### config.mk
export PLATFORM = sky130hd
export DESIGN_NAME = qsn_merge_pc5
export DESIGN_NICKNAME = d
export VERILOG_FILES = /design/src/rtl/qsn_merge_pc5.sv
export SDC_FILE = /design/constraint.sdc
export NUM_CORES = 1
export LEC_CHECK = 0
export ABC_AREA = 1
export BUFFER_PORTS_ARGS = -buffer_cell sky130_fd_sc_hd__buf_4
export CAP_MARGIN = 20
export CELL_PAD_IN_SITES_DETAIL_PLACEMENT = 1
export CELL_PAD_IN_SITES_GLOBAL_PLACEMENT = 1
export CORE_UTILIZATION = 25
export DETAILED_ROUTE_END_ITERATION = 16
export MAX_ROUTING_LAYER = met4
export PLACE_DENSITY_LB_ADDON = 0.1
export SETUP_SLACK_MARGIN = 0.02
export SYNTH_ARGS = -nofsm -noshare
export SYNTH_HDL_FRONTEND = slang
export SYNTH_SLANG_ARGS = --single-unit
export TNS_END_PERCENT = 1
### constraint.sdc
create_clock -name sys_clk -period 2.7 [get_ports sys_clk]
set_clock_uncertainty 0.05 [all_clocks]
set_input_delay 0.27 -clock sys_clk [delete_from_list [all_inputs] [get_ports sys_clk]]
set_output_delay 0.27 -clock sys_clk [all_outputs]
set_load 0.02 [all_outputs]
### src/rtl/qsn_merge_pc5.sv
// Output merge stage of the Pc=5 quasi-cyclic shift network.
// Picks left/right network elements per shift factor over two registered stages.
module qsn_merge_pc5 #(
  parameter int PC      = 5,
  parameter int MSG_W   = 1,
  parameter int SHIFT_W = 3
) (
  input  logic                     sys_clk,
  input  logic                     rstn,
  input  logic [(PC-1)*MSG_W-1:0]  left_in,
  input  logic [PC*MSG_W-1:0]      right_in,
  input  logic [SHIFT_W-1:0]       shift_in,
  input  logic                     in_valid,
  output logic                     in_ready,
  output logic [PC*MSG_W-1:0]      msg_out,
  output logic                     out_valid,
  input  logic                     out_ready,
  output logic                     shift_err
);

  logic                    s0_valid;
  logic [(PC-1)*MSG_W-1:0] s0_left;
  logic [PC*MSG_W-1:0]     s0_right;
  logic [PC-1:0]           s0_mask;
  logic                    s0_err;

  logic                    s1_advance;
  logic [PC-1:0]           mask;
  logic                    err;
  logic [PC*MSG_W-1:0]     left_ext;
  logic [PC*MSG_W-1:0]     merged;

  assign s1_advance = !out_valid || out_ready;
  assign in_ready   = !s0_valid || s1_advance;
  assign err        = int'(shift_in) > PC - 1;

  // Left network only has PC-1 outputs, so the top element always comes from the right.
  always_comb begin
    mask = '0;
    for (int k = 0; k < PC; k++)
      mask[k] = (k < PC - 1) && (k + int'(shift_in) < PC);
  end

  assign left_ext = {{MSG_W{1'b0}}, s0_left};

  always_comb begin
    merged = '0;
    for (int k = 0; k < PC; k++)
      merged[k*MSG_W +: MSG_W] = s0_mask[k] ? left_ext[k*MSG_W +: MSG_W]
                                            : s0_right[k*MSG_W +: MSG_W];
  end

  always_ff @(posedge sys_clk) begin
    if (!rstn) begin
      s0_valid <= 1'b0;
      s0_left  <= '0;
      s0_right <= '0;
      s0_mask  <= '0;
      s0_err   <= 1'b0;
    end else if (in_valid && in_ready) begin
      s0_valid <= 1'b1;
      s0_left  <= left_in;
      s0_right <= right_in;
      s0_mask  <= mask;
      s0_err   <= err;
    end else if (s1_advance) begin
      s0_valid <= 1'b0;
    end
  end

  always_ff @(posedge sys_clk) begin
    if (!rstn) begin
      msg_out   <= '0;
      out_valid <= 1'b0;
      shift_err <= 1'b0;
    end else if (s1_advance) begin
      out_valid <= s0_valid;
      if (s0_valid) begin
        msg_out   <= s0_err ? '0 : merged;
        shift_err <= s0_err;
      end
    end
  end

endmodule

==> flow_summary.ini <==
[outcome]
status = completed

[grt]
grt_start_max_net_pins = 17
grt_first_pass_wirelength_um = 3850
grt_usage = 0.128
grt_pass1_vias = 848
antenna_found_initial = 0
grt-ovfl-total = 0

[sta]
hold_slack_ns = 0.147
fin_crit_ns = 1.49
finalSetupTns_ns = 0
slew_headroom = 0.740
hold_viol = 0
slew_viol_final = 0
tightest_slew_ns = 0.389
setup_viol = 0
max_freq_ghz = 0.670
rsz0062_at_grt = no
final.period_utilization = 0.552

[pwr]
pwr-share-seq = 0.508
leakage_uw = 0.000525
switchingPower_uw = 167
p_per_area_nw_per_um2 = 599
switching_share = 0.238
p_comb_frac = 0.130
power.internal_uw = 535
clockPowerShare = 0.362
ir_drop_mv = 0.417

[worst_setup_path]
worstPathArrival_ns = 1.65
crit_required_ns = 2.86
r2r_cells = 5
worst_setup_path_end_kind = flip-flop
cp_max_fo = 16
start_kind = flip-flop
crit_type = flip-flop to flip-flop

[finish]
drive_above_1_share = 0.211
nNetsFinal = 167
fin_util = 0.344
antennaDiodeCount = 0
synthToLayoutAreaGrowth_pct = 28.0
final_common_cell = nand2_1
final_cell_mix = nand2_1 (30), nor2_1 (23), buf_4 (23)

[logic_synthesis]
netlist_area_um2 = 917
yosysUniqueCellTypes = 16
yosysWarnings = 0
synthTopCellsByArea = dfxtp_1 (48%), nand2_1 (12%), nor2_1 (9.4%)
synth_top_area_frac = 0.480
synth_top_area_cell = dfxtp_1
synth_seq_cells = 22
avgSynthCellArea_um2 = 7.40
netlist_instances = 124
ys_seq_area_frac = 0.480
syn_nets = 143

[hold_path]
hold_class = input port to flip-flop
min_path_cells = 3

[clocking]
cts-root-buf = clkbuf_4
htree_levels = 1
cts_sinks = 22
cts_tree = built
post_cts_buffers = 0
cts_buffer_depth = 2
cts_hold_buf = 0
clkLatencyLatePin_ns = 0.31
clkTransAtPathRegs_ns = 0.13
cts_made_buffers = 3
ctsResizeCount = 0

[drt]
routed_wl_um = 2070
vias = 836
ant_nets = 0
viasPerCell = 4.33
routedWlPerCell_um = 10.7
drt_iter0_markers = 25
drc = 0
first_pass_iters = 2

[die]
fp.dieW_um = 62.6
core_area_um2 = 3420
start_util = 0.268
dieHeight_um = 62.6
rows = 21
die_area_um2 = 3920
io_pins = 24

[job]
drv_cap = 0

[place]
gp_congestion = 0.685
dp_hpwl_um = 1510
io_buffers = 23
[power groups by stage]
| stage | combinational, µW | clock (µW) | sequential (µW) |
|---|---|---|---|
| 2_1_floorplan | 51.6 | 0 | 367 |
| 3_3_place_gp | 91.5 | 0 | 364 |
| 3_5_place_dp | 93.1 | 0 | 364 |
| 4_1_cts | 93.8 | 266 | 357 |
| 5_1_grt | 108 | 283 | 360 |
| 6_report | 91.6 | 254 | 357 |
[final timing paths]
path / startpoint / to / slack, ns
max: out_valid$_SDFFE_PN0P_ / s0_mask[1]$_SDFFE_PN0P_ / 1.21
min: right_in[3] / s0_right[3]$_SDFFE_PN0P_ / 0.15
min reg2reg: msg_out[0]$_SDFFE_PN0P_ / msg_out[0]$_SDFFE_PN0P_ / 0.43
max reg2reg: out_valid$_SDFFE_PN0P_ / s0_mask[1]$_SDFFE_PN0P_ / 1.21
[metal layers]
metal  GRT usage  routed length (µm)
met1       0.156                 995
met2       0.207                 973
met3      0.0401                  91
met4      0.0262                  12
met5           -                   0
[synth_stat cells]
cell type	n
nor3_1	1
clkbuf_1	2
nor2_4	1
ha_1	3
inv_1	9
nand4_1	1
dfxtp_1	22
nor2_1	23
nand2_1	30
o21ai_0	15
buf_6	1
nand2_2	1
nand3_2	1
a21oi_1	12
or2_2	1
buf_4	1
[stage by stage]
step                      cell area [µm²]  power (µW)  std cells  worst slack (ns)
after global routing                 1170         751        193             0.964
after global placement               1120         456        189              1.21
final                                1170         702        193              1.21
after detailed placement             1120         457        189              1.17
after floorplan                       917         419        124              1.38
after CTS                            1170         716        193              1.19
[logic make-up after synthesis]
| logic type | count (synthesis) | share of synthesized area |
|---|---|---|
| flip-flops | 22 | 0.480 |
| buffers and inverters | 13 | 0.0655 |
| adder cells (fa/ha/maj) | 3 | 0.0409 |
| AO/OA/AOI/OAI | 27 | 0.147 |
| AND/OR/NAND/NOR | 59 | 0.266 |
[worst max-delay path: stages (launching register included)]
cell and delay [ns]:
dfxtp_1 0.39, nand3_2 0.13, nand2_2 0.25, inv_1 0.26, o21ai_0 0.24, nor2_1 0.05
[state kept, by name, indices dropped and copies added, names as in the netlist]
| name | flops |
|---|---|
| s0_left | 4 |
| shift_err | 1 |
| s0_valid | 1 |
| s0_right | 5 |
| msg_out | 5 |
| out_valid | 1 |
| s0_mask | 4 |
| s0_err | 1 |
[layout make-up]
class / count / area, µm²
clock buffers: 3 / 22.5
clock inverters: 1 / 30.0
fillers: 447 / 2240
inverters: 9 / 33.8
multi-input cells: 89 / 417
flip-flops and latches: 22 / 440
well taps: 46 / 57.6
repair buffers: 23 / 173
(Power assumes the default switching activity.)
